`config.mk`:
```
export PLATFORM = sky130hd
export DESIGN_NAME = irq_controller
export DESIGN_NICKNAME = d
export VERILOG_FILES = /design/src/rtl/irq_controller.sv
export SDC_FILE = /design/constraint.sdc
export NUM_CORES = 1
export LEC_CHECK = 0
export CORE_MARGIN = 4
export CORE_UTILIZATION = 55
export CTS_BUF_LIST = sky130_fd_sc_hd__clkbuf_4 sky130_fd_sc_hd__clkbuf_8
export CTS_CLUSTER_DIAMETER = 60
export DETAILED_ROUTE_END_ITERATION = 6
export PLACE_DENSITY = 0.8
export SLEW_MARGIN = 20
export SYNTH_ARGS = -nofsm -noshare
export SYNTH_HDL_FRONTEND = slang
export SYNTH_SLANG_ARGS = --single-unit
```
`constraint.sdc`:
```
create_clock -name clk -period 1.6 [get_ports clk]
set_input_delay 0.32 -clock clk [delete_from_list [all_inputs] [get_ports clk]]
set_output_delay 0.32 -clock clk [all_outputs]
set_load 0.03 [all_outputs]
```
`src/rtl/irq_controller.sv`:
```
// irq_controller: parametrised interrupt controller with input synchronisers,
// edge/level request latching, per-channel enables, fixed-priority
// arbitration and an ack/EOI handshake toward the cpu. Exposes four 8-bit
// registers (ENABLE, MODE, PENDING, CTRL) on the data-memory/IO bus.
module irq_controller #(
    parameter int NUM_IRQ     = 8,
    parameter int VEC_W       = 3,
    parameter int SYNC_STAGES = 2
) (
    input  logic               clk,
    input  logic               rst_n,
    input  logic [NUM_IRQ-1:0] irq_in,
    input  logic [1:0]         reg_addr,
    input  logic [7:0]         reg_wdata,
    input  logic               reg_we,
    input  logic               reg_re,
    output logic [7:0]         reg_rdata,
    output logic               irq_req,
    output logic [VEC_W-1:0]   irq_vector,
    input  logic               irq_ack,
    output logic               in_service
);

    localparam logic [1:0] ST_IDLE = 2'd0;
    localparam logic [1:0] ST_REQ  = 2'd1;
    localparam logic [1:0] ST_SVC  = 2'd2;

    localparam logic [1:0] ADDR_ENABLE  = 2'd0;
    localparam logic [1:0] ADDR_MODE    = 2'd1;
    localparam logic [1:0] ADDR_PENDING = 2'd2;
    localparam logic [1:0] ADDR_CTRL    = 2'd3;

    logic [NUM_IRQ-1:0] sync [SYNC_STAGES];
    logic [NUM_IRQ-1:0] sync_last;
    logic [NUM_IRQ-1:0] level;
    logic [NUM_IRQ-1:0] rise;

    logic [NUM_IRQ-1:0] enable;
    logic [NUM_IRQ-1:0] mode;
    logic [NUM_IRQ-1:0] pending;
    logic [NUM_IRQ-1:0] pending_next;
    logic               gie;

    logic [1:0]         state;
    logic [NUM_IRQ-1:0] cand;
    logic               any_cand;
    logic [VEC_W-1:0]   win;
    logic               vec_cand;
    logic [NUM_IRQ-1:0] ack_clr;
    logic [NUM_IRQ-1:0] w1c;

    logic               wr_enable;
    logic               wr_mode;
    logic               wr_pending;
    logic               wr_ctrl;
    logic               ack_fire;
    logic               eoi_fire;
    logic [7:0]         rd_mux;

    // Zero-extend a channel vector to the 8-bit register width.
    function automatic logic [7:0] pad8(input logic [NUM_IRQ-1:0] v);
        logic [7:0] r;
        r = '0;
        r[NUM_IRQ-1:0] = v;
        return r;
    endfunction

    assign wr_enable  = reg_we && (reg_addr == ADDR_ENABLE);
    assign wr_mode    = reg_we && (reg_addr == ADDR_MODE);
    assign wr_pending = reg_we && (reg_addr == ADDR_PENDING);
    assign wr_ctrl    = reg_we && (reg_addr == ADDR_CTRL);
    assign ack_fire   = irq_ack && (state == ST_REQ);
    assign eoi_fire   = wr_ctrl && reg_wdata[1] && (state == ST_SVC);

    assign irq_req    = (state == ST_REQ);
    assign in_service = (state == ST_SVC);

    // Multi-flop synchroniser chain for the asynchronous request lines.
    always_ff @(posedge clk or negedge rst_n) begin
        if (!rst_n) begin
            for (int s = 0; s < SYNC_STAGES; s++) begin
                sync[s] <= '0;
            end
        end else begin
            sync[0] <= irq_in;
            for (int s = 1; s < SYNC_STAGES; s++) begin
                sync[s] <= sync[s-1];
            end
        end
    end

    // History of the synchroniser output, so a rise is seen once per edge.
    always_ff @(posedge clk or negedge rst_n) begin
        if (!rst_n) begin
            sync_last <= '0;
        end else begin
            sync_last <= sync[SYNC_STAGES-1];
        end
    end

    assign level = sync[SYNC_STAGES-1];
    assign rise  = level & ~sync_last;
    assign w1c   = wr_pending ? reg_wdata[NUM_IRQ-1:0] : '0;

    // Pending next-state: edge channels set-over-clear, level channels follow the line.
    always_comb begin
        pending_next = (mode & ((pending & ~(w1c | ack_clr)) | rise))
                     | (~mode & level);
    end

    // Candidate selection: lowest index wins; also look up the latched channel.
    always_comb begin
        cand     = gie ? (pending & enable) : '0;
        any_cand = |cand;
        win      = '0;
        vec_cand = 1'b0;
        ack_clr  = '0;
        for (int i = NUM_IRQ - 1; i >= 0; i--) begin
            if (cand[i]) begin
                win = VEC_W'(i);
            end
        end
        for (int i = 0; i < NUM_IRQ; i++) begin
            if (irq_vector == VEC_W'(i)) begin
                vec_cand   = cand[i];
                ack_clr[i] = ack_fire;
            end
        end
    end

    // Control registers and the pending vector.
    always_ff @(posedge clk or negedge rst_n) begin
        if (!rst_n) begin
            enable  <= '0;
            mode    <= '0;
            gie     <= 1'b0;
            pending <= '0;
        end else begin
            if (wr_enable) begin
                enable <= reg_wdata[NUM_IRQ-1:0];
            end
            if (wr_mode) begin
                mode <= reg_wdata[NUM_IRQ-1:0];
            end
            if (wr_ctrl) begin
                gie <= reg_wdata[0];
            end
            pending <= pending_next;
        end
    end

    // Request handshake FSM; the vector is latched once and held until IDLE.
    always_ff @(posedge clk or negedge rst_n) begin
        if (!rst_n) begin
            state      <= ST_IDLE;
            irq_vector <= '0;
        end else begin
            case (state)
                ST_IDLE: begin
                    if (any_cand) begin
                        state      <= ST_REQ;
                        irq_vector <= win;
                    end
                end
                ST_REQ: begin
                    if (irq_ack) begin
                        state <= ST_SVC;
                    end else if (!vec_cand) begin
                        state <= ST_IDLE;
                    end
                end
                ST_SVC: begin
                    if (eoi_fire) begin
                        state <= ST_IDLE;
                    end
                end
                default: state <= ST_IDLE;
            endcase
        end
    end

    // Register read mux; EOI is write-only so CTRL bit1 reads 0.
    always_comb begin
        rd_mux = '0;
        case (reg_addr)
            ADDR_ENABLE:  rd_mux = pad8(enable);
            ADDR_MODE:    rd_mux = pad8(mode);
            ADDR_PENDING: rd_mux = pad8(pending);
            ADDR_CTRL:    rd_mux = {5'b0, in_service, 1'b0, gie};
            default:      rd_mux = '0;
        endcase
    end

    // Registered read data, held when no read strobe is present.
    always_ff @(posedge clk or negedge rst_n) begin
        if (!rst_n) begin
            reg_rdata <= '0;
        end else if (reg_re) begin
            reg_rdata <= rd_mux;
        end
    end

endmodule

```
# After elaboration in Yosys (flattened, before gate mapping)

Cells that the tools add are included.

Flip-flop bits (word level): 62
Word-level logic and storage cells: 81
Output and inout port bits: 13
Bits of input ports: 23

Bitwise logic cells: 11
Muxes and demuxes: 32
Equal/unequal tests: 15
Reductions and logical operators: 13

Operators with widths:

| cell                                                   | count |
|---|---|
| AND 8 bit                                              | 5 |
| one-hot mux 8 bit (4 select lines)                     | 1 |
| 2-to-1 mux 3 bit                                       | 8 |
| NOT 8 bit                                              | 3 |
| OR 8 bit                                               | 3 |
| 2-to-1 mux 1 bit                                       | 16 |
| 2-to-1 mux 8 bit                                       | 2 |
| == test 3 bit (second input constant)                  | 4 |
| 2-to-1 mux 2 bit                                       | 4 |
| OR reduction 8 bit                                     | 1 |
| logical AND 1 bit                                      | 7 |
| == test 2 bit (second input constant)                  | 3 |
| == test 3 x 2 -> 1 bit (second input constant)         | 2 |
| one-hot mux 2 bit (3 select lines)                     | 1 |
| == test 2 x 1 -> 1 bit (second input constant)         | 2 |
| zero test 2 bit                                        | 2 |
| == test 3 x 1 -> 1 bit (second input constant)         | 1 |
| zero test 3 bit                                        | 1 |
| inequality test 3 bit (second input constant)          | 1 |
| AND reduction 3 bit                                    | 1 |
| inequality test 2 x 1 -> 1 bit (second input constant) | 1 |
| inequality test 2 bit (second input constant)          | 1 |
| AND reduction 2 bit                                    | 1 |

# Longest topological paths before layout

Gate-level depths: netlist (run 1).

Depth in word-level cells: 13
Gate-level depth with buffers: 5
Gate-level depth less buffers: 4

# Least setup slack after synthesis (run 1)

No wires, ideal clock.

Kind: register to register
From: register state[0]
To: register pending[7]
Required time: 1479 ps
Clock period less this slack: 1584 ps
Stages on the path, launching flop included: 5
Arrival time: 1464 ps
Setup slack: 16 ps
Buffers on the path: 0
Cell sequence: dfrtp_1 -> nor2b_1 -> and3_1 -> nand3_1 -> a22o_1

Cells in the longest elaborated chain, start to end: 9

RTL lines:

| what                     | line | text |
|---|---|---|
| start: declaration       | 44   | `logic [1:0] state;` |
| start signal: assignment | 155  | `state <= ST_IDLE;` |
| start signal: assignment | 161  | `state <= ST_REQ;` |
| start signal: assignment | 167  | `state <= ST_SVC;` |
| == test 2 x 1 -> 1 bit   | n/a  |  |
| via irq_req              | 18   | `output logic irq_req,` |
| logical AND 1 bit        | 72   | `assign ack_fire = irq_ack && (state == ST_REQ);` |
| 2-to-1 mux 1 bit         | 124  | `if (irq_vector == VEC_W'(i)) begin` |
| OR 8 bit                 | 107  | `pending_next = (mode & ((pending & ~(w1c \| ack_clr)) \| rise))` |
| NOT 8 bit                | 107  |  |
| AND 8 bit                | 107  |  |
| OR 8 bit                 | 107  |  |
| AND 8 bit                | 107  |  |
| OR 8 bit                 | 108  | `\| (~mode & level);` |
| via pending_next[7]      | 41   | `logic [NUM_IRQ-1:0] pending_next;` |
| end signal: assignment   | 148  | `pending <= pending_next;` |
| end: declaration         | 40   | `logic [NUM_IRQ-1:0] pending;` |

The timed path passes the listed nets, and every way through them passes these cells.
A chain may end at the register's enable or synchronous reset.

# Worst setup path in the final report (run 1)

From: input port reg_addr[1]
To: register pending[6]

Cells in the longest elaborated chain, start to end: 9

RTL lines:

| what                | line | text |
|---|---|---|
| start: declaration  | 13   | `input logic [1:0] reg_addr,` |
| == test 2 bit       | 70   | `assign wr_pending = reg_we && (reg_addr == ADDR_PENDING);` |
| logical AND 1 bit   | 70   |  |
| 2-to-1 mux 8 bit    | 103  | `assign w1c = wr_pending ? reg_wdata[NUM_IRQ-1:0] : '0;` |
| OR 8 bit            | 107  |  |
| NOT 8 bit           | 107  |  |
| AND 8 bit           | 107  |  |
| OR 8 bit            | 107  |  |
| AND 8 bit           | 107  |  |
| OR 8 bit            | 108  |  |
| via pending_next[6] | 41   |  |

The timed path passes the listed nets, and every way through them passes these cells.

==> reports/metrics.cfg, run 1 <==
[routing]
ant_nets = 0
drt_pre_antenna_iters = 4
drtIter0Drc = 202
drt-wirelength-per-cell_um = 17.2
drc_errors = 0
vias_per_cell = 5.85
via_count = 1906
wl_um = 5620

[synth]
ys_warn_count = 0
syn_nets = 234
synth_cell_type_count = 35
syn_area_um2 = 2570
synth_area_per_cell_um2 = 12.2
ys_seq_area_frac = 0.604
synth.ff_latch_count = 62
syn_inst = 211

[layout]
final_core_util = 0.745
layout_common_cells = dfrtp_1 (62), nand2_1 (27), clkdlybuf4s50_1 (21), a21oi_1 (19), mux2_2 (19)
final_common_cell = dfrtp_1
num_antenna_cells = 0
instances_no_fill = 326
design.final.nets = 293
syn2layout_area_growth_pct = 28.9
drive_gt1_frac = 0.234

[grt]
grt_overflow = 0
track_usage = 0.208
grt_start_max_net_pins = 63
grt_pass1_wl_um = 9420
grt_pass1_vias = 1913
antenna_found_initial = 0

[sta]
hold_ws_ns = 0.348
max_freq_mhz = 652
final-hold-violation-count = 0
finalCritPeriodShare = 0.959
drv_slew = 0
period_needed_ns = 1.53
setup_viol = 0
fin_worst_skew_ns = 0.00620
worst_pin_slew_ns = 0.374
relSlewSlack = 0.751
rsz0062_at_grt = false
post-route-worst-setup-slack_ns = 0.0661

[cts]
path_clk_slew_ns = 0.07
clock_path_buffers = 2
cts_inserted_buffers = 9
cts_setup_buffers = 0
tritoncts = built
root_buffer = clkbuf_8
clock_sinks = 62
clkLatencyLatePin_ns = 0.33
htreeDepth = 3

[worst_setup_path]
crit_required_ns = 1.82
crit_buf_inv = 2
crit_chain = clkdlybuf4s50_1, buf_4, and3b_1, a21oi_1, a22o_1
worstSetupEndpointType = register
cp_max_fo = 8
critical-path-top-delay-family = buffers and inverters
cpPeakStageDelay_ns = 0.45
arrival_ns = 1.76
cpMaxStageDelayCell = clkdlybuf4s50_1
crit_path_start_kind = input port
worstSetupPathType = input port to register

[power_and_ir_drop]
vdd_drop_max_mv = 0.819
p_per_area_nw_per_um2 = 1430
p_clk_frac = 0.279
p_sw_w = 0.00154
switching_share = 0.324
p_leak_nw = 1.50
pwr-share-comb = 0.298
internal-power_w = 0.00321
seqPwrFrac = 0.423

[floorplan]
design.core.area_um2 = 4440
rows = 24
fp.dieH_um = 76.4
die_w_um = 76.4
die-area_um2 = 5830
start_util = 0.578
io_pins = 36

[placement]
dp_hpwl_um = 4000
place.gp.congestion = 0.864
post-place-cells = 310
post-place-ws_ns = -0.271
portBuffers = 35

[job]
drv_cap = 0

[outcome]
status = finished clean

[min_path]
min_path_type = register to register

path summary, 6_finish.rpt:
| path | from | end | slack [ns] | depth (start not counted) |
|---|---|---|---|---|
| min reg2reg | sync[9] | level[1] | 0.35 | 0 |
| max reg2reg | pending[2] | state[0] | 0.12 | 4 |
| max | reg_addr[1] | pending[6] | 0.07 | 5 |
| max in group asynchronous | rst_n | mode[5] | 0.81 | 3 |
| min in group asynchronous | rst_n | state[0] | 0.53 | 3 |
| min | sync[9] | level[1] | 0.35 | 0 |
area by class of cell:
cell class	count	area (um^2)
Multi-Input combinational cell	140	980
Tap cell	52	65.1
Sequential cell	62	1550
Fill cell	301	1130
Timing Repair Buffer	55	517
Inverter	2	7.51
Clock inverter	4	47.5
Clock buffer	11	145
kinds of logic (layout without fill, tap and decap cells):
kind of cell | Yosys count | in the layout | synth area share
compound gates | 47 | 47 | 0.122
mux | 28 | 28 | 0.133
flops | 62 | 62 | 0.604
buf+inv | 9 | 72 | 0.0170
simple gates | 65 | 65 | 0.125
power groups by stage:
stage,combinational [W],sequential [W],clock (W)
floorplan,0.000720,0.00216,0
global placement,0.00141,0.00202,0
detailed placement,0.00145,0.00203,0
CTS,0.00141,0.00201,0.00136
global route,0.00152,0.00205,0.00145
finish,0.00142,0.00201,0.00133
Yosys cell counts:
cell       number  share of area
o32a_1          1         0.0039
a41oi_1         2         0.0068
dfrtp_1        62           0.60
nor2_1         15          0.022
mux2i_1         6          0.023
o2111ai_1       1         0.0034
nor3b_1         1         0.0029
and2_1          3         0.0073
nand4b_1        1         0.0034
buf_6           1         0.0044
a221oi_1        6          0.020
mux2_2         19          0.083
buf_2           2         0.0039
o211ai_1        2         0.0058
mux4_2          3          0.026
and3b_2         1         0.0039
a21oi_1        19          0.037
and3b_1         1         0.0034
o21ai_0         3         0.0058
a31oi_1         2         0.0049
nand2_2         1         0.0024
and3_1          1         0.0024
a22o_1          2         0.0068
o21ai_2         1         0.0034
nor3b_4         1         0.0073
clkbuf_1        4         0.0058
o31ai_1         1         0.0029
nor2b_1         5          0.012
nand2_1        27          0.039
nand4_1         3         0.0073
nand3_1         4         0.0078
nand3b_1        1         0.0029
inv_1           2         0.0029
a22oi_1         1         0.0029
a21o_1          6          0.018
through the flow:
step | power [W] | instance area (um^2) | setup TNS [ns]
after floorplan | 0.00288 | 2570 | 0
after global placement | 0.00343 | 3120 | -4.67
after detailed placement | 0.00349 | 3120 | -5.43
after CTS | 0.00477 | 3310 | 0
after global routing | 0.00503 | 3310 | 0
final | 0.00475 | 3310 | 0
worst reg2reg max path, cell delays in order (launching register included):
cell	delay, ns
dfrtp_1	0.40
nand2_1	0.18
mux4_2	0.50
o32a_1	0.21
o21ai_2	0.12
timing repair:
item | CTS | global route
resized for setup | 11 | 1
endpoints found under the setup margin | 11 | 1
pin swaps | 0 | 0
endpoints found under the hold margin | 62 | 0
hold buffers | 1 | 0
metal layers:
metal  track usage  vias up  wire, um
met5             0        -         0
met4        0.0870        0       144
met2         0.324       71      2700
met3        0.0697       19       358
met1         0.268      933      2410
li1              -      883         -
state kept, by name, indices dropped and copies added, names as in the netlist:
register / flops
pending: 8
reg_rdata: 8
irq_vector: 3
sync: 8
level: 8
sync_last: 8
gie: 1
mode: 8
enable: 8
state: 2
Power figures use the tool's default switching activity.
==> run 2: changes to the inputs <==
Settings changed: CORE_UTILIZATION 55 to 56, PLACE_DENSITY 0.8 to 0.81.
==> reports/metrics.cfg, run 2 (synthesized netlist as in run 1, its figures left out) <==
[grt]
grt_pass1_wl_um = 8860
track_usage = 0.217
antenna_found_initial = 0
grt_start_max_net_pins = 63
grt_pass1_vias = 1823
grt_overflow = 0

[sta]
drv_slew = 0
relSlewSlack = 0.777
setup_viol = 0
fin_setup_tns_ns = 0
worst_pin_slew_ns = 0.333
finalCritPeriodShare = 0.979
fin_worst_skew_ns = 0.00318
rsz0062_at_grt = false
final-hold-violation-count = 0
max_freq_mhz = 638
period_needed_ns = 1.57

[power_and_ir_drop]
vdd_drop_max_mv = 1.19
p_total_w = 0.00498
internal-power_w = 0.00341
p_sw_w = 0.00157
seqPwrFrac = 0.406
pwr-share-comb = 0.282
p_leak_nw = 1.52
p_per_area_nw_per_um2 = 1480
switching_share = 0.315
p_clk_frac = 0.312

[worst_setup_path]
arrival_ns = 1.79
worstSetupEndpointType = register
cp_max_fo = 8
worstSetupPathType = input port to register
worstSetupStartpoint = reg_addr[1]
crit_required_ns = 1.82
r2r_start = enable[3]
crit_path_start_kind = input port

[routing]
ant_nets = 0
via_count = 1892
wl_um = 5500
drtIter0Drc = 138
drc_errors = 0
drt-wirelength-per-cell_um = 16.8
drt_pre_antenna_iters = 4
vias_per_cell = 5.77

[layout]
stdcell_area_um2 = 3360
final_core_util = 0.767
final_common_cell = dfrtp_1
num_antenna_cells = 0
syn2layout_area_growth_pct = 30.8
drive_gt1_frac = 0.239
layout_common_cells = dfrtp_1 (62), nand2_1 (27), clkdlybuf4s50_1 (21)
design.final.nets = 294
instances_no_fill = 328

[placement]
place.gp.congestion = 0.876
post-place-cells = 311
dp_hpwl_um = 3860
portBuffers = 35
post_dp_cell_area_um2 = 3130

[floorplan]
die_w_um = 75.7
rows = 24
start_util = 0.586
fp.dieH_um = 75.7
die-area_um2 = 5740
design.core.area_um2 = 4380
io_pins = 36

[cts]
cts_inserted_buffers = 9
htreeDepth = 3
root_buffer = clkbuf_8
clock_sinks = 62
clock_path_buffers = 2
path_clk_slew_ns = 0.07
clkLatencyLatePin_ns = 0.34
tritoncts = built
cts_setup_buffers = 0

[min_path]
hold_start = sync[8]
min_path_type = register to register

[job]
drv_cap = 0

[outcome]
status = finished clean

==> run 2: cell types whose count changed in the layout (fill, tap and decap cells not counted), sizes merged <==
cell / before / now
buf: 22 / 23
bufinv: 1 / 2
==> run 2: path summary, 6_finish.rpt <==
kind | end | slack, ns | depth (start not counted)
max in group asynchronous | level[6] | 0.82 | 3
worst min register to register | level[0] | 0.35 | 0
min in group asynchronous | sync[10] | 0.51 | 3
worst max-delay path | enable[1] | 0.03 | 5
worst min-delay path | level[0] | 0.35 | 0
worst max register to register | irq_vector[0] | 0.07 | 4
==> run 2: power groups by stage <==
stage                     clock [W]  sequential [W]  combinational [W]
final                       0.00156         0.00202            0.00140
after global routing        0.00167         0.00205            0.00153
after CTS                   0.00158         0.00201            0.00140
after detailed placement          0         0.00204            0.00144
after global placement            0         0.00203            0.00141
after floorplan                   0         0.00216           0.000720
==> run 2: area by class of cell <==
type                    instances  area, um^2
flip-flops and latches         62        1550
fillers                       293        1020
multi-input cells             140         980
repair buffers                 56         524
clock buffers                  11         151
clock inverters                 5        81.3
well taps                      52        65.1
inverters                       2        7.51
==> run 2: through the flow <==
step | worst slack [ns] | hold WS [ns]
after global placement | -0.282 | 0.332
final | 0.0333 | 0.351
after floorplan | 0.0155 | 0.0244
after global routing | 0.0163 | 0.356
after CTS | 0.0126 | 0.355
after detailed placement | -0.330 | 0.337
==> run 2: layer usage <==
| layer | GRT usage | vias to the layer above | routed length (um) |
|---|---|---|---|
| met4 | 0.0718 | 0 | 72 |
| met5 | 0 | - | 0 |
| met2 | 0.328 | 59 | 2620 |
| li1 | - | 888 | - |
| met3 | 0.0910 | 10 | 389 |
| met1 | 0.283 | 935 | 2410 |
==> run 2: critical path, cell delays in order <==
cell	delay [ns]
clkdlybuf4s50_1	0.56
buf_4	0.23
nor3b_4	0.20
buf_12	0.15
mux2_2	0.33
==> run 2: repair_timing <==
action	CTS	global route
gates cloned	0	0
gates resized for setup	11	1
hold buffers	1	0
endpoints found under the hold margin	62	0
setup endpoints to repair	11	1
==> run 3: changes to the inputs <==
--- a/config.mk
+++ b/config.mk
@@ -12,2 +12,3 @@
 export DETAILED_ROUTE_END_ITERATION = 6
+export HOLD_SLACK_MARGIN = 0.12
 export PLACE_DENSITY = 0.81
--- a/constraint.sdc
+++ b/constraint.sdc
@@ -3,2 +3,2 @@
 set_output_delay 0.32 -clock clk [all_outputs]
-set_load 0.03 [all_outputs]
+set_load 0.01 [all_outputs]
==> reports/metrics.cfg, run 3 (synthesized netlist as in run 1, its figures left out) <==
[layout]
num_antenna_cells = 0
design.final.nets = 294
layout_common_cells = dfrtp_1 (61), clkdlybuf4s50_1 (30), nand2_1 (27), a21oi_1 (19), mux2_2 (19)
drive_gt1_frac = 0.243
final_common_cell = dfrtp_1
stdcell_area_um2 = 3370
syn2layout_area_growth_pct = 31.3

[floorplan]
design.core.area_um2 = 4380
die-area_um2 = 5740
die_w_um = 75.7
rows = 24
fp.dieH_um = 75.7
start_util = 0.586
io_pins = 36

[job]
drv_cap = 0

[grt]
grt_overflow = 0
antenna_found_initial = 0
track_usage = 0.218
grt_start_max_net_pins = 63
grt_pass1_wl_um = 8840
grt_pass1_vias = 1853

[worst_setup_path]
crit_path_start_kind = register
worstSetupStartpoint = irq_vector[1]
ff2ff_path_depth = 4
crit_chain = clkdlybuf4s50_1
critical-path-top-delay-family = buffers and inverters
cpMaxStageDelayCell = clkdlybuf4s50_1
r2r_setup_slack_ns = 0.09
reg2reg_to = irq_vector[0]
crit_buf_inv = 1
crit_required_ns = 1.28
r2r_start = enable[3]
cp_max_fo = 3
worstSetupEndpointType = output pin
arrival_ns = 1.22
cpPeakStageDelay_ns = 0.54
worstSetupPathType = register to output pin

[routing]
drt_pre_antenna_iters = 4
wl_um = 5550
via_count = 1898
drc_errors = 0
drtIter0Drc = 104
ant_nets = 0
vias_per_cell = 5.79
drt-wirelength-per-cell_um = 16.9

[sta]
fin_worst_skew_ns = 0.00844
rsz0062_at_grt = false
drv_slew = 0
max_freq_mhz = 650
period_needed_ns = 1.54
worst_pin_slew_ns = 0.334
final-hold-violation-count = 0
relSlewSlack = 0.777
finalCritPeriodShare = 0.962
setup_viol = 0

[cts]
clkLatencyLatePin_ns = 0.33
tritoncts = built
clock_sinks = 62
clock_path_buffers = 2
path_clk_slew_ns = 0.06
root_buffer = clkbuf_8
htreeDepth = 3
cts_inserted_buffers = 9

[power_and_ir_drop]
seqPwrFrac = 0.415
internal-power_w = 0.00348
p_leak_nw = 1.52
p_total_w = 0.00486
p_sw_w = 0.00139
p_per_area_nw_per_um2 = 1440
switching_share = 0.285
p_clk_frac = 0.312
pwr-share-comb = 0.273
vdd_drop_max_mv = 0.847

[min_path]
min_path_cells = 0
hold_start = sync[8]
min_path_type = register to register
hold_path_end = level[0]

[placement]
place.gp.congestion = 0.886
post_dp_cell_area_um2 = 3110
dp_hpwl_um = 4050
portBuffers = 35

[outcome]
status = finished clean

run 3: repair_timing:
| action | in CTS | in global routing |
|---|---|---|
| endpoints found under the hold margin | 62 | 0 |
| gates resized for setup | 7 | 4 |
| pin swaps | 0 | 1 |
| setup buffers | 2 | 1 |
| hold buffers | 1 | 0 |
| setup endpoints to repair | 3 | 12 |
run 3: area by class of cell:
class                           count  area, um^2
Sequential cell                    62        1550
Multi-Input combinational cell    140         985
Clock inverter                      4        70.1
Inverter                            2        7.51
Fill cell                         288        1010
Clock buffer                       12         153
Tap cell                           52        65.1
Timing Repair Buffer               56         542
run 3: routing by layer:
| layer | GRT usage | part of all wire | vias up |
|---|---|---|---|
| li1 | - | - | 890 |
| met1 | 0.282 | 0.42 | 927 |
| met2 | 0.323 | 0.49 | 71 |
| met3 | 0.0686 | 0.071 | 10 |
| met4 | 0.126 | 0.021 | 0 |
| met5 | 0 | 0 | - |
run 3: metrics by stage:
stage                     worst slack [ns]  hold slack [ns]   util  instances  setup TNS [ns]
after global placement              -0.278            0.332  0.709        308           -6.98
after global routing               0.00331            0.355  0.770        328               0
after detailed placement            -0.345            0.339  0.709        308           -8.46
final                               0.0609            0.349  0.770        328               0
after CTS                           0.0104            0.353  0.767        327               0
after floorplan                      0.202           0.0244      -        211               0
run 3: worst max path at each step:
stage,to,depth (start not counted)
finish,irq_vector[1],1
floorplan,irq_vector[0],4
CTS,in_service,3
global placement,enable[1],5
detailed placement,enable[2],5
global route,reg_rdata[7],1
run 3: power by group through the flow:
stage               logic, W  registers, W  clock network [W]
finish               0.00133       0.00202            0.00152
global route         0.00146       0.00205            0.00162
CTS                  0.00131       0.00202            0.00155
detailed placement   0.00124       0.00207                  0
global placement     0.00121       0.00205                  0
floorplan           0.000686       0.00205                  0
==> RTL change 1 (settings of run 2) <==
Take the reset off `pending` and load it in a clocked block of its own.
--- a/src/rtl/irq_controller.sv
+++ b/src/rtl/irq_controller.sv
@@ -134,7 +134,6 @@
             enable  <= '0;
             mode    <= '0;
             gie     <= 1'b0;
-            pending <= '0;
         end else begin
             if (wr_enable) begin
                 enable <= reg_wdata[NUM_IRQ-1:0];
@@ -145,8 +144,11 @@
             if (wr_ctrl) begin
                 gie <= reg_wdata[0];
             end
-            pending <= pending_next;
-        end
+        end
+    end
+
+    always_ff @(posedge clk) begin
+        pending <= pending_next;
     end
 
     // Request handshake FSM; the vector is latched once and held until IDLE.
Behaviour: no difference found for any inputs over 4 cycles, from zero or initial values and one cycle with rst_n low; that may be too few to reach the edited logic, so the function may still have changed.
==> RTL change 1 against run 2 <==
- critical endpoint is now reg_rdata[0]
- sequential share of layout area shrank 0.97 points
- routed wire length grew 14%
- setup slack gained 35 ps
- total power grew 0.65%
- register-to-register slack gained 60 ps
- maximum frequency grew 2.3%
- die area grew 0.65%
- cell area shrank 0.48%
- synthesized area grew 0.73%
- sequential cell count is the same
- global-route usage grew 1.8 points
==> RTL change 1: results (changes against run 2) <==
Clock tree
  – H-tree Lvls: 3 (unchanged)
  – Clock Tree Root: clkbuf_8
  – Worst-Skew Late Latency: 340 ps (about the same)
  – Clock transition at path regs: roughly 60 ps
  – Maximum clock path buffer count: 2 (unchanged)
  – CTS Buf Count: 9 (unchanged)

Power
  – Worst vdd ir: 0.955 mV (-20%)
  – LEAKAGE: 1.53 nW (+0.88%)
  – Sw frac: 32.0% (+0.57 points)

Global routing
  – Number of global-route vias before repair: 2055 (+13%)
  – First-pass GRT wire length: 10.4 mm (+18%)
  – Total global-route track usage: 23.5% (+1.8 points)
  – Pin count of the biggest net entering global routing: 55 (-13%)
  – Initial antenna violation count: 0 (unchanged)

STA
  – Clk_skew: 8.56 ps (+5.38 ps)
  – Slew HR: 75.1% (-2.6 points)
  – Final Hold Violating Endpoints: 0 (unchanged)

Synthesis
  – Synth top area cells: dfrtp_1 (52%), mux2_2 (7.0%), dfxtp_1 (6.2%)
  – Synth Warn #: 0 (unchanged)
  – Synth Area in XOR/XNOR: 0% (unchanged)
  – Post-synthesis mux area share: 11.9% (-1.4 points)
  – Adder-Cell Fraction of Synth Area: 0% (unchanged)
  – Synth top cells by count: dfrtp_1 (54), nand2_1 (24), a21oi_1 (17)
  – Syn Nets: 238 (+1.7%)
  – Library cells used by synthesis: 45 (+29%)
  – Async S/R FF share, synth: 87.1% (-13 points)
  – Seq/Total Area, Yosys: 58.4% (-2.0 points)
  – Compound-gate portion of the synthesized area: 15.6% (+3.4 points)

Worst setup path
  – Slowest CP cell: mux4_2
  – Critical Path Fanout Max: 9 (+1)
  – Crit-path max cell delay: 520 ps (-40 ps)
  – Worst R2R Path Depth: 4 (unchanged)
  – Worst EP arrival: 1750 ps (-40 ps)

Placed design
  – Buffers on Ports: 35 (unchanged)
  – GPL Wtd Cong: 0.996 (+14%)
  – Post-Place Setup Slack: -285 ps (+45.1 ps)
  – Hpwl dp: 4.34 mm (+12%)

Drt
  – Post-route DRC: 0 (unchanged)
  – First-pass DRT Iterations: 6 (+2)
  – Total Wirelength: 6.28 mm (+14%)
  – Via count: 1991 (+5.2%)
  – 1st-iter DRT viols: 224 (+62%)

Layout
  – Filler instances: 296 (+1.0%)
  – Antenna Cells: 0 (unchanged)
  – Fin nets: 298 (+1.4%)
  – Fraction of layout cells with a size suffix above 1: 22.5% (-1.4 points)

Hold path
  – Worst Hold Class: flop to flop
  – Hold path cells: 0 (unchanged)

Outcome
  – Status: complete, no violations
==> RTL change 1: changes by cell type in the layout (fill, tap and decap cells not counted), moves of 3 or more <==
cell,change
nand2_1,-3
dfxtp_1,+8
dfrtp_1,-8
o21a_1,+3
and2_1,-3
nand4_1,-3
mux2_2,-3
==> RTL change 1: worst paths after layout <==
check | slack, ps | startpoint | end
hold reg to reg | 350 | sync[12] | level[4]
hold / removal | 350 | sync[12] | level[4]
min in group asynchronous | 510 | rst_n | state[0]
setup reg to reg | 130 | enable[2] | irq_vector[1]
setup / recovery | 70 | reg_addr[0] | reg_rdata[0]
max in group asynchronous | 840 | rst_n | enable[5]
==> RTL change 1: layout make-up <==
| cell class | count | area share, % |
|---|---|---|
| well taps | 52 | 1.95 |
| inverters | 3 | 0.337 |
| multi-input cells | 142 | 30.3 |
| flip-flops and latches | 62 | 45.2 |
| clock inverters | 4 | 2.10 |
| clock buffers | 12 | 4.56 |
| repair buffers | 57 | 15.5 |
==> RTL change 1: worst max-delay path, delay by kind of cell <==
kind                   cells  cell delay [ps]
multiplexers               2              800
buffers and inverters      2              630
==> RTL change 1: what timing repair did <==
| action | in CTS | in global routing |
|---|---|---|
| buffers inserted | 0 | 1 |
| gates resized for setup | 11 | 1 |
| hold endpoints to repair | 54 | 0 |
| endpoints found under the setup margin | 11 | 2 |
| hold buffers | 1 | 0 |
==> RTL change 1: logic make-up after synthesis <==
| group | after synthesis |
|---|---|
| simple gates | 59 |
| mux | 26 |
| flops | 62 |
| compound gates | 57 |
| buf+inv | 11 |
==> RTL change 1: stage by stage <==
stage          hold slack (ps)  cells  area, um2  TNS (ps)
3_3_place_gp               331    314       3110     -4860
6_report                   352    332       3340         0
5_1_grt                    363    332       3340         0
2_1_floorplan             24.4    215       2590         0
3_5_place_dp               336    314       3110     -5850
4_1_cts                    355    331       3330         0
==> RTL change 1: power groups by stage <==
stage | registers [mW] | clock network [mW] | logic (mW)
floorplan | 2.17 | 0 | 0.740
global placement | 2.06 | 0 | 1.41
detailed placement | 2.07 | 0 | 1.43
CTS | 2.05 | 1.56 | 1.40
global route | 2.08 | 1.64 | 1.54
finish | 2.05 | 1.53 | 1.43
==> RTL change 1: routing by layer <==
layer / share of wire (%) / global-route usage, % / up-vias
met5: 0 / 0 / -
li1: - / - / 907
met1: 41 / 29.9 / 969
met3: 8.9 / 8.75 / 20
met4: 2.7 / 10.3 / 0
met2: 48 / 35.9 / 95
==> RTL change 2 (flow settings as in run 2) <==
Without the edit above. The parameter `SYNC_STAGES` goes from 2 to 1.
--- a/src/rtl/irq_controller.sv
+++ b/src/rtl/irq_controller.sv
@@ -5,7 +5,7 @@
 module irq_controller #(
     parameter int NUM_IRQ     = 8,
     parameter int VEC_W       = 3,
-    parameter int SYNC_STAGES = 2
+    parameter int SYNC_STAGES = 1
 ) (
     input  logic               clk,
     input  logic               rst_n,
Formal check against the unedited RTL: not equivalent (Yosys sat finds a counterexample within 4 cycles, from zero or initial values and one cycle with rst_n low).
==> RTL change 2 against run 2 <==
- setup slack improved by 51 ps
- synthesized area fell by 8.1%
- total power shrank 18%
- routed wire length barely moved
- sequential power down 9.9%
- maximum frequency up 3.4%
- sequential cell count fell by 8
- combinational power increased by 3%
- cell area decreased by 10%
- worst hold slack improved by 34 ps
- largest cell class unchanged
==> RTL change 2: results (changes against run 2) <==
Drt
  – Via density: 5.84 (+1.3%)
  – Routed wire per std cell: 17.7 um (+5.5%)
  – 1st-iter DRT viols: 191 (+38%)
  – Wire length on met2: 2.65 mm (+1.1%)
  – Metal1 wirelength: 2.33 mm (-3.2%)
  – Routed wl met3: 398 um (+2.3%)

Synthesis
  – Syn Nets: 224 (-4.3%)
  – Library cells used by synthesis: 34 (-2.9%)
  – Synth top area cells: dfrtp_1 (57%), mux2_2 (8.6%), nand2_1 (4.5%)
  – Synth top cells by count: dfrtp_1 (54), nand2_1 (28), a21oi_1 (19)
  – Seq/Total Area, Yosys: 57.2% (-3.1 points)

Outcome
  – Status: complete, no violations

Layout
  – Fin nets: 283 (-3.7%)
  – Fraction of layout cells with a size suffix above 1: 23.8% (-0.16 points)

Worst setup path
  – Critical Path Fanout Max: 5 (-3)
  – Worst EP arrival: 1720 ps (-70 ps)
  – Slowest CP cell: dfrtp_1
  – CP top delay family: compound AO/OA/AOI/OAI gates
  – Crit-path max cell delay: 460 ps (-100 ps)

STA
  – Clk_skew: 6.95 ps (+3.77 ps)
  – Worst slew pin tran: 317 ps (-16.3 ps)

Hold path
  – Worst Hold Class: flop to flop

Clock tree
  – CTS Buf Count: 5 (-4)
  – Worst-Skew Late Latency: 310 ps (-30 ps)
  – H-tree Lvls: 2 (-1)
  – Clock transition at path regs: 100 ps (+30 ps)

Power
  – Sw frac: 35.7% (+4.2 points)
  – LEAKAGE: 1.38 nW (-9.1%)
  – Worst vdd ir: 0.943 mV (-21%)

Global routing
  – Met1 Resource Use GR: 30.9% (+2.6 points)
  – Number of global-route vias before repair: 1903 (+4.4%)
  – M2 GR Usage: 38.5% (+5.7 points)
  – Met3 Use GR: 6.47% (-2.6 points)
  – Total global-route track usage: 24.2% (+2.5 points)
  – Pin count of the biggest net entering global routing: 55 (-13%)

Placed design
  – Buffers on Ports: 35 (unchanged)
  – GPL Wtd Cong: 0.930 (+6.2%)
  – Hpwl dp: 4.01 mm (+3.7%)
RTL change 2: metrics by stage:
stage	cell area (um2)	hold slack [ps]	cells
2_1_floorplan	2360	24.4	201
3_3_place_gp	2920	331	302
3_5_place_dp	2920	336	302
4_1_cts	3020	387	311
5_1_grt	3020	406	311
6_report	3020	385	311
RTL change 2: cells by family (layout without fill, tap and decap cells):
group,Yosys count,count (layout),share of synthesized area (%)
flip-flops,54,54,57.2
buffers and inverters,10,70,2.12
AND/OR/NAND/NOR,62,62,12.2
AO/OA/AOI/OAI,47,47,14.0
multiplexers,28,28,14.4
RTL change 2: power groups by stage:
stage / clock (mW) / sequential (mW) / combinational (mW)
global route: 0.893 / 1.86 / 1.58
global placement: 0 / 1.83 / 1.46
detailed placement: 0 / 1.84 / 1.48
CTS: 0.838 / 1.82 / 1.45
finish: 0.817 / 1.82 / 1.44
floorplan: 0 / 1.94 / 0.736
RTL change 2: final timing paths:
check                                 from  slack, ps      endpoint  cells after the start
worst max-delay path            pending[1]         80      state[0]                      4
worst min-delay path              level[3]        390  sync_last[3]                      0
worst max register to register  pending[1]         80      state[0]                      4
worst min register to register    level[3]        390  sync_last[3]                      0
max in group asynchronous            rst_n        850     enable[5]                      3
min in group asynchronous            rst_n        510  sync_last[2]                      3
RTL change 2: cell type report:
type                       instances  area, um2  area share [%]
clock buffer                       6       82.6            2.74
clock inverter                     2       16.3           0.539
inverter                           3       11.3           0.373
multi-input combinational        137        962            31.9
sequential                        54       1350            44.8
tap                               50       62.6            2.07
timing repair buffer              59        529            17.6
RTL change 2: what timing repair did:
action	4_1_cts	5_1_grt
gates cloned	0	0
hold buffers	1	0
setup buffers	0	0
setup endpoints to repair	20	2
gates resized for setup	12	3
endpoints found under the hold margin	44	0
